**src/rtl/qei_decoder_v2.sv**
```systemverilog
// Quadrature encoder interface: synchronises and filters the A/B phases,
// decodes x1/x2/x4 steps, tracks wrapped shaft position, per-window signed
// counts and signed output-shaft RPM from a sequential restoring divider.
//
// Divider FSM states
//   state | meaning
//   IDLE  | waiting for a completed window (win_valid)
//   LOAD  | capture |win_count|*60*SAMPLE_HZ and the sign
//   DIV   | one restoring quotient bit per cycle, W cycles
//   DONE  | publish signed quotient on rpm, strobe rpm_valid
module qei_decoder_v2 #(
    parameter int CLK_FREQ_HZ = 100_000_000,
    parameter int SAMPLE_HZ   = 10,
    parameter int CPR         = 12,
    parameter int GEAR_RATIO  = 1000,
    parameter int DECODE_MODE = 2,
    parameter int FILTER_LEN  = 3,
    parameter int POS_INIT    = 0,
    parameter int W           = 32
) (
    input  logic         clk,
    input  logic         rst,
    input  logic         chA,
    input  logic         chB,
    input  logic         position_rst,
    output logic [W-1:0] position,
    output logic         dir,
    output logic [W-1:0] win_count,
    output logic         win_valid,
    output logic [W-1:0] rpm,
    output logic         rpm_valid,
    output logic         err_pulse,
    output logic [15:0]  err_count
);

    localparam int WINDOW  = CLK_FREQ_HZ / SAMPLE_HZ;
    localparam int MULT    = (DECODE_MODE == 0) ? 1 : (DECODE_MODE == 1) ? 2 : 4;
    localparam int POS_MAX = CPR * MULT * GEAR_RATIO;
    localparam int TW      = $clog2(WINDOW);
    localparam int IW      = $clog2(W) + 1;

    localparam logic [TW-1:0]    T_LAST     = TW'(WINDOW - 1);
    localparam logic [3:0]       FLT_LAST   = 4'(FILTER_LEN - 1);
    localparam logic [W-1:0]     ZERO_W     = '0;
    localparam logic [W-1:0]     ONE_W      = W'(1);
    localparam logic [W-1:0]     POS_LAST   = W'(POS_MAX - 1);
    localparam logic [W-1:0]     POS_INIT_W = W'(POS_INIT);
    localparam logic [W-1:0]     DEN        = W'(POS_MAX);
    localparam logic [W:0]       DEN_EXT    = {1'b0, DEN};
    localparam logic [2*W-1:0]   RATE       = (2*W)'(60 * SAMPLE_HZ);
    localparam logic [IW-1:0]    IT_LAST    = IW'(W - 1);
    localparam logic [IW-1:0]    IT_ONE     = IW'(1);
    localparam logic [15:0]      ERR_MAX    = 16'hFFFF;
    localparam logic signed [W:0] STEP_UP   = (W+1)'(1);
    localparam logic signed [W:0] STEP_DN   = '1;
    localparam logic signed [W:0] SAT_HI    = {2'b00, {(W-1){1'b1}}};
    localparam logic signed [W:0] SAT_LO    = {2'b11, {(W-2){1'b0}}, 1'b1};

    typedef enum logic [1:0] {IDLE, LOAD, DIV, DONE} div_state_t;

    // ---------------- input synchroniser and glitch filter ----------------
    logic       a_s1_q, a_s2_q, b_s1_q, b_s2_q;
    logic       a_filt_q, a_filt_d, b_filt_q, b_filt_d;
    logic [3:0] a_cnt_q, a_cnt_d, b_cnt_q, b_cnt_d;
    logic       a_prev_q, b_prev_q;

    // A level is accepted only after FILTER_LEN consecutive differing samples
    always_comb begin
        a_filt_d = a_filt_q;
        a_cnt_d  = '0;
        b_filt_d = b_filt_q;
        b_cnt_d  = '0;
        if (a_s2_q != a_filt_q) begin
            if (a_cnt_q == FLT_LAST) a_filt_d = a_s2_q;
            else                     a_cnt_d  = a_cnt_q + 4'd1;
        end
        if (b_s2_q != b_filt_q) begin
            if (b_cnt_q == FLT_LAST) b_filt_d = b_s2_q;
            else                     b_cnt_d  = b_cnt_q + 4'd1;
        end
    end

    // Two-flop synchronisers, filter state and previous filtered phase
    always_ff @(posedge clk) begin
        if (rst) begin
            a_s1_q   <= 1'b0;
            a_s2_q   <= 1'b0;
            b_s1_q   <= 1'b0;
            b_s2_q   <= 1'b0;
            a_filt_q <= 1'b0;
            b_filt_q <= 1'b0;
            a_cnt_q  <= '0;
            b_cnt_q  <= '0;
            a_prev_q <= 1'b0;
            b_prev_q <= 1'b0;
        end else begin
            a_s1_q   <= chA;
            a_s2_q   <= a_s1_q;
            b_s1_q   <= chB;
            b_s2_q   <= b_s1_q;
            a_filt_q <= a_filt_d;
            b_filt_q <= b_filt_d;
            a_cnt_q  <= a_cnt_d;
            b_cnt_q  <= b_cnt_d;
            a_prev_q <= a_filt_q;
            b_prev_q <= b_filt_q;
        end
    end

    // ---------------- phase decode ----------------
    logic a_chg, b_chg, illegal, step_en, step_up;

    // Forward is 00->10->11->01->00; direction follows from which bit moved
    always_comb begin
        a_chg   = a_filt_q ^ a_prev_q;
        b_chg   = b_filt_q ^ b_prev_q;
        illegal = a_chg & b_chg;
        step_en = 1'b0;
        step_up = 1'b0;
        if (DECODE_MODE == 0) begin
            step_en = a_chg & ~b_chg & a_filt_q;
            step_up = ~b_filt_q;
        end else if (DECODE_MODE == 1) begin
            step_en = a_chg & ~b_chg;
            step_up = a_filt_q ^ b_filt_q;
        end else begin
            step_en = a_chg ^ b_chg;
            step_up = a_chg ? (a_filt_q ^ b_filt_q) : ~(a_filt_q ^ b_filt_q);
        end
    end

    // ---------------- position, direction, error tracking ----------------
    logic [W-1:0] pos_q, pos_d;
    logic         dir_q, dir_d;
    logic         err_pulse_q, err_pulse_d;
    logic [15:0]  err_cnt_q, err_cnt_d;

    // position_rst beats a coincident step; errors count and saturate
    always_comb begin
        pos_d       = pos_q;
        dir_d       = dir_q;
        err_pulse_d = illegal;
        err_cnt_d   = err_cnt_q;
        if (position_rst) begin
            pos_d = POS_INIT_W;
        end else if (step_en) begin
            dir_d = step_up;
            if (step_up) pos_d = (pos_q == POS_LAST) ? ZERO_W : pos_q + ONE_W;
            else         pos_d = (pos_q == ZERO_W)   ? POS_LAST : pos_q - ONE_W;
        end
        if (illegal && (err_cnt_q != ERR_MAX)) err_cnt_d = err_cnt_q + 16'd1;
    end

    // Position and error registers
    always_ff @(posedge clk) begin
        if (rst) begin
            pos_q       <= POS_INIT_W;
            dir_q       <= 1'b1;
            err_pulse_q <= 1'b0;
            err_cnt_q   <= '0;
        end else begin
            pos_q       <= pos_d;
            dir_q       <= dir_d;
            err_pulse_q <= err_pulse_d;
            err_cnt_q   <= err_cnt_d;
        end
    end

    // ---------------- velocity window ----------------
    logic [TW-1:0]       timer_q, timer_d;
    logic signed [W-1:0] acc_q, acc_d, acc_sat;
    logic [W-1:0]        win_count_q, win_count_d;
    logic                win_valid_q, win_valid_d;
    logic signed [W:0]   step_ext, sum_ext;

    // Saturating accumulate; the closing cycle's own step lands in win_count
    always_comb begin
        step_ext = '0;
        if (step_en) step_ext = step_up ? STEP_UP : STEP_DN;
        sum_ext = $signed({acc_q[W-1], acc_q}) + step_ext;
        if (sum_ext > SAT_HI)      acc_sat = SAT_HI[W-1:0];
        else if (sum_ext < SAT_LO) acc_sat = SAT_LO[W-1:0];
        else                       acc_sat = sum_ext[W-1:0];
        timer_d     = timer_q + TW'(1);
        acc_d       = acc_sat;
        win_count_d = win_count_q;
        win_valid_d = 1'b0;
        if (timer_q == T_LAST) begin
            timer_d     = '0;
            acc_d       = '0;
            win_count_d = acc_sat;
            win_valid_d = 1'b1;
        end
    end

    // Window timer and accumulator registers
    always_ff @(posedge clk) begin
        if (rst) begin
            timer_q     <= '0;
            acc_q       <= '0;
            win_count_q <= '0;
            win_valid_q <= 1'b0;
        end else begin
            timer_q     <= timer_d;
            acc_q       <= acc_d;
            win_count_q <= win_count_d;
            win_valid_q <= win_valid_d;
        end
    end

    // ---------------- RPM divider ----------------
    div_state_t    state_q, state_d;
    logic [W-1:0]  rem_q, rem_d, quo_q, quo_d;
    logic [IW-1:0] it_q, it_d;
    logic          neg_q, neg_d;
    logic [W-1:0]  rpm_q, rpm_d;
    logic          rpm_valid_q, rpm_valid_d;
    logic [W-1:0]  mag;
    logic [2*W-1:0] num;
    logic [W:0]    trial, diff;
    logic          ge;

    // The quotient is assumed to fit in W bits, so the high dividend half
    // seeds the remainder and only the low half is shifted through.
    always_comb begin
        mag   = win_count_q[W-1] ? (ZERO_W - win_count_q) : win_count_q;
        num   = {ZERO_W, mag} * RATE;
        trial = {rem_q, quo_q[W-1]};
        diff  = trial - DEN_EXT;
        ge    = (trial >= DEN_EXT);
        state_d     = state_q;
        rem_d       = rem_q;
        quo_d       = quo_q;
        it_d        = it_q;
        neg_d       = neg_q;
        rpm_d       = rpm_q;
        rpm_valid_d = 1'b0;
        case (state_q)
            IDLE: if (win_valid_q) state_d = LOAD;
            LOAD: begin
                neg_d   = win_count_q[W-1];
                rem_d   = num[2*W-1:W];
                quo_d   = num[W-1:0];
                it_d    = '0;
                state_d = DIV;
            end
            DIV: begin
                rem_d = ge ? diff[W-1:0] : trial[W-1:0];
                quo_d = {quo_q[W-2:0], ge};
                it_d  = it_q + IT_ONE;
                if (it_q == IT_LAST) state_d = DONE;
            end
            DONE: begin
                rpm_d       = neg_q ? (ZERO_W - quo_q) : quo_q;
                rpm_valid_d = 1'b1;
                state_d     = IDLE;
            end
            default: state_d = IDLE;
        endcase
    end

    // Divider state and datapath registers; reset aborts any division
    always_ff @(posedge clk) begin
        if (rst) begin
            state_q     <= IDLE;
            rem_q       <= '0;
            quo_q       <= '0;
            it_q        <= '0;
            neg_q       <= 1'b0;
            rpm_q       <= '0;
            rpm_valid_q <= 1'b0;
        end else begin
            state_q     <= state_d;
            rem_q       <= rem_d;
            quo_q       <= quo_d;
            it_q        <= it_d;
            neg_q       <= neg_d;
            rpm_q       <= rpm_d;
            rpm_valid_q <= rpm_valid_d;
        end
    end

    assign position  = pos_q;
    assign dir       = dir_q;
    assign win_count = win_count_q;
    assign win_valid = win_valid_q;
    assign rpm       = rpm_q;
    assign rpm_valid = rpm_valid_q;
    assign err_pulse = err_pulse_q;
    assign err_count = err_cnt_q;

endmodule

```
**config.mk**
```make
export PLATFORM = sky130hd
export DESIGN_NAME = qei_decoder_v2
export DESIGN_NICKNAME = d
export VERILOG_FILES = /design/src/rtl/qei_decoder_v2.sv
export SDC_FILE = /design/constraint.sdc
export NUM_CORES = 1
export LEC_CHECK = 0
export CAP_MARGIN = 10
export CORE_ASPECT_RATIO = 0.5
export CORE_UTILIZATION = 62
export CTS_CLUSTER_SIZE = 20
export DETAILED_ROUTE_END_ITERATION = 8
export GPL_TIMING_DRIVEN = 0
export PLACE_DENSITY = 0.9
export SYNTH_ARGS = -nofsm -noshare
export SYNTH_HDL_FRONTEND = slang
export SYNTH_SLANG_ARGS = --single-unit
```
**constraint.sdc**
```tcl
create_clock -name clk -period 13.7 [get_ports clk]
set_clock_uncertainty 0.2 [all_clocks]
set_input_delay 4.11 -clock clk [delete_from_list [all_inputs] [get_ports clk]]
set_output_delay 4.11 -clock clk [all_outputs]
set_load 0.01 [all_outputs]
```
# --- Word-level counts from Yosys, hierarchy flattened ---
# Cells that the tools add are included.
totals:
  reg_bits: 261
  in_bits: 5
  elab_cells: 93
op_classes:
  add_sub_neg: 11
  n_mul: 1
  order_cmp: 3
  eq_ne: 13
  muxes: 19
  n_bitwise: 9
  reduce_logical: 12
op_table:
  columns: ["operator", "n"]
  rows:
  - ["$mux W32", 8]
  - ["$pmux W32 S2", 2]
  - ["$mux W33", 2]
  - ["$sub A1 B32 Y32 const A", 2]
  - ["$mul A32 B7 Y39 const B", 1]
  - ["$add A32 B33 Y33", 1]
  - ["$ge A33 B16 Y1 const B", 1]
  - ["$gt A33 B32 Y1 const B", 1]
  - ["$lt A33 B32 Y1 const B", 1]
  - ["$add A32 B1 Y32 const B", 1]
  - ["$eq A32 B16 Y1 const B", 1]
  - ["$logic_not A32 Y1", 1]
  - ["$sub A32 B1 Y32 const B", 1]
  - ["$sub A32 B16 Y32 const B", 1]
  - ["$add A24 B1 Y24 const B", 1]
  - ["$eq A24 B24 Y1 const B", 1]
  - ["$add A16 B1 Y16 const B", 1]
  - ["$ne A16 B16 Y1 const B", 1]
  - ["$pmux W6 S2", 1]
  - ["$add A4 B1 Y4 const B", 2]
  - ["$eq A4 B2 Y1 const B", 2]
  - ["$pmux W2 S4", 1]
  - ["$reduce_and A2 Y1", 4]
  - ["$add A6 B1 Y6 const B", 1]
  - ["15 further kinds", 29]

# --- Longest topological paths before layout ---
logic_depth:
  ltp_word: 9
  depth_mapped: 28
  ltp_nobuf: 28

# --- Worst setup path after synthesis ---
# OpenSTA, ideal clock, no wires.
synth_path:
  kind: "reg-to-reg"
  from: "register win_count_q[0], in the netlist win_count[0]"
  to: "register rem_q[8]"
  setup_time_ns: 0.079
  arrival_ns: 6.533
  t_required_ns: 13.421
  setup_slack_ns: 6.888
  path_stages_with_launch: 26
  n_path_buf: 0
  period_less_slack_ns: 6.812
  path_cell_list: "dfxtp_1 > inv_1 > nand2_1 > or4_1 > or2_1 > nand2b_4 > or4_4 > o41a_1 > xor2_1 > ha_1 > ha_1 > fa_1 > inv_1 > fa_1 > inv_1 > ha_1 > nand2_1 > nor3_1 > nand2_1 > a211oi_1 > nor4_1 > o31a_1 > o31ai_1 > a31oi_1 > or4_1 > o211ai_1"
synth_via:
  elab_chain_cells: 4
synth_lines:
  columns: ["item", "line_no", "text"]
  rows:
  - ["start: declaration", "172", "logic [W-1:0] win_count_q, win_count_d;"]
  - ["start signal: assignment", "206", "win_count_q <= win_count_d;"]
  - ["$sub A1 B32 Y32", "226", "mag = win_count_q[W-1] ? (ZERO_W - win_count_q) : win_count_q;"]
  - ["$mux W32 *", "226", null]
  - ["$mul A32 B7 Y39 *", "227", "num = {ZERO_W, mag} * RATE;"]
  - ["$pmux W32 S2 *", "238", "case (state_q)"]
  - ["end signal: assignment", "274", "rem_q <= rem_d;"]
  - ["end: declaration", "213", "logic [W-1:0] rem_q, rem_d, quo_q, quo_d;"]
# Every way passes the cells marked *; elsewhere a longest branch is shown, timed or not.
# A chain may end at the register's enable or synchronous reset.

# --- Worst setup path after layout ---
# Same ends and word-level chain as after synthesis.

==> out/results.ini <==
[worst_setup_path]
critPathLaunchType = flip-flop
path_buf_inv = 3
crit_slowest_cell = fa_1
crit_family = simple AND/OR/NAND/NOR gates
crit_type = flip-flop to flip-flop
worstPathRequired_ps = 13970
critPathCaptureType = flip-flop
cp.arrival_ps = 8180
path_depth = 25
crit_fanout = 6
reg2regPathDepth = 25
slowest_delay_ps = 540

[logic_synthesis]
async_reset_ff_share_pct = 0
synthFlopType = dfxtp_1
synth_nets = 2654
syn_area_um2 = 19300
synthDistinctLibCells = 75
synth_top_area_cell = dfxtp_1
synth_top_area_share_pct = 27.1
avgSynthCellArea_um2 = 7.92
yosys-top-cells-area = dfxtp_1 27%, ha_1 10%, fa_1 5.8%, nor2_1 5.8%, xor2_1 5.2%
synth_top_family_by_area = simple AND/OR/NAND/NOR gates
yosysWarnings = 0
syn_inst = 2434
synth_edf_count = 0
synth_commonest_cells = 298 x nor2_1, 261 x dfxtp_1, 190 x nand2_1
synth_fa_ha_area_share_pct = 16.3
synth_most_common_cell = nor2_1
yosys.area_share.xor_xnor_pct = 8.95
synth-seq-cells = 261
synth_mux_area_share_pct = 1.04
synth_compound_gate_area_share_pct = 19.8
yosysSeqAreaShare_pct = 27.1
synthSimpleGateAreaFrac_pct = 20.8

[floorplanning]
num_rows = 45
coreArea_um2 = 30500
design.die.area_um2 = 31800
io_pins = 121
initial_utilization_pct = 63.3
die_h_um = 127
die_x_um = 251

[placement]
port_buffers = 120
post-dp-hpwl_mm = 40.6
gp_congestion = 0.978
dpl_cell_area_um2 = 21000

[cts]
cts_max_path_buffers = 3
cts_tree = done
htreeDepth = 1
cts_hold_buffers = 0
cts_root_buffer = clkbuf_16
cts_setup_buffers = 0
clk_latency_ps = 550
clkTransAtPathRegs_ps = 70
cts_buffers = 25
cts.sinks = 261
cts.repair.resized = 0

[power]
power_frac_comb_pct = 17.3
pwr-share-clk_pct = 38.6
power.switching_fraction_pct = 30.6
pwr-share-seq_pct = 44.1
p_per_area_nw_per_um2 = 89.5
power.switching_w = 0.000600
worst_ir_drop_vdd_uv = 93.8
p_leak_nw = 9.26
p_int_w = 0.00136

[finish]
layout-drive-gt1-share_pct = 2.50
syn2layout_area_growth_pct = 13.6
nNetsFinal = 2802
design_area_um2 = 21900
n_antenna_cell = 0

[timing]
slew_violations = 0
final-hold-violation-count = 0
final-setup-viol-count = 0
rsz0062_at_grt = no
fin_tns_setup_ps = 0
min_period_ps = 7910
period_share_pct = 57.8
clock.fmax_mhz = 126
tightest_slew_ps = 1280
max_slew_margin_pct = 13.5

[route]
via_count = 18800
post-route-drc-count = 0
dr.pass1.iters = 6
via_per_inst = 6.23
routed_wl_mm = 54.2
wl_per_cell_um = 17.9
first_iter_violations = 2249
antenna_left = 0

[global_routing]
grt_pass1_wl_mm = 87.8
overflow = 0
gr-usage-all-layers_pct = 33.4
grt_pass1_vias = 17600
antenna_found_initial = 0
grt_start_max_net_pins = 25

[status]
status = complete, no violations

[hold_path]
hold_class = flip-flop to flip-flop
hold_depth = 1

[run]
maxCapViolCount = 0

-- final timing paths --
kind | start | to | slack [ps]
setup / recovery | win_count[0] | rem_q[8] | 5790
hold / removal | b_s1_q | b_s2_q | 260
setup reg to reg | win_count[0] | rem_q[8] | 5790
hold reg to reg | b_s1_q | b_s2_q | 260
-- kinds of logic (layout without fill, tap and decap cells) --
| group | Yosys count | in the layout |
|---|---|---|
| simple gates | 846 | 846 |
| compound gates | 584 | 584 |
| buf+inv | 308 | 474 |
| flops | 261 | 261 |
| fa+ha+maj | 218 | 218 |
| xor+xnor | 197 | 197 |
| mux | 20 | 20 |
-- cell usage in the layout (no fill, tap or decap), types with 113 or more instances in the layout --
master / count
clkbuf_1: 118
nor2_1: 298
dfxtp_1: 261
inv_1: 182
o21ai_0: 113
clkdlybuf4s50_1: 120
xor2_1: 115
ha_1: 159
a21oi_1: 158
nand2_1: 190
-- worst register-to-register path, delay by kind of cell, from the launching register on --
family | cells | cell delay [ps]
simple gates | 10 | 2760
fa+ha+maj | 5 | 2110
buf+inv | 3 | 300
compound gates | 6 | 1620
xor+xnor | 1 | 400
flops | 1 | 450
-- registers in the layout, indices dropped and copies added, names as in the netlist, 2 cells and up --
register and flops:
acc_q 32, position 32, quo_q 32, rem_q 32
rpm 32, win_count 32, timer_q 24, err_count 16
it_q 6, a_cnt_q 4, b_cnt_q 4, state_q 2
-- per-layer routing --
layer / up-vias / wire, um / global-route usage (%)
met5: - / 0 / 0
met4: 0 / 1720 / 11.3
met3: 163 / 4810 / 5.58
met2: 949 / 25000 / 56.0
met1: 8844 / 22700 / 43.8
li1: 8868 / - / -
-- layout make-up --
cell class	count	area, um2
buffer	124	473
clock buffer	35	713
sequential	261	5230
clock inverter	10	159
fill	2291	8560
multi-input combinational	1865	12900
inverter	184	691
tap	423	529
timing repair buffer	121	1220
-- per-stage QoR --
stage	setup WS [ps]	cells	power, W	hold WS [ps]	util, %
2_1_floorplan	6890	2434	0.00111	214	-
3_3_place_gp	5940	2977	0.00119	219	69.0
3_5_place_dp	5940	2978	0.00121	246	69.0
4_1_cts	5910	3023	0.00195	262	71.9
5_1_grt	5490	3023	0.00204	269	71.9
6_report	5790	3023	0.00196	262	71.9
-- power by group through the flow --
stage | sequential, W | clock (W) | combinational, W
final | 0.000864 | 0.000757 | 0.000339
after global routing | 0.000867 | 0.000792 | 0.000375
after CTS | 0.000860 | 0.000758 | 0.000332
after detailed placement | 0.000877 | 0 | 0.000329
after global placement | 0.000874 | 0 | 0.000317
after floorplan | 0.000858 | 0 | 0.000256
(Power assumes the default switching activity.)
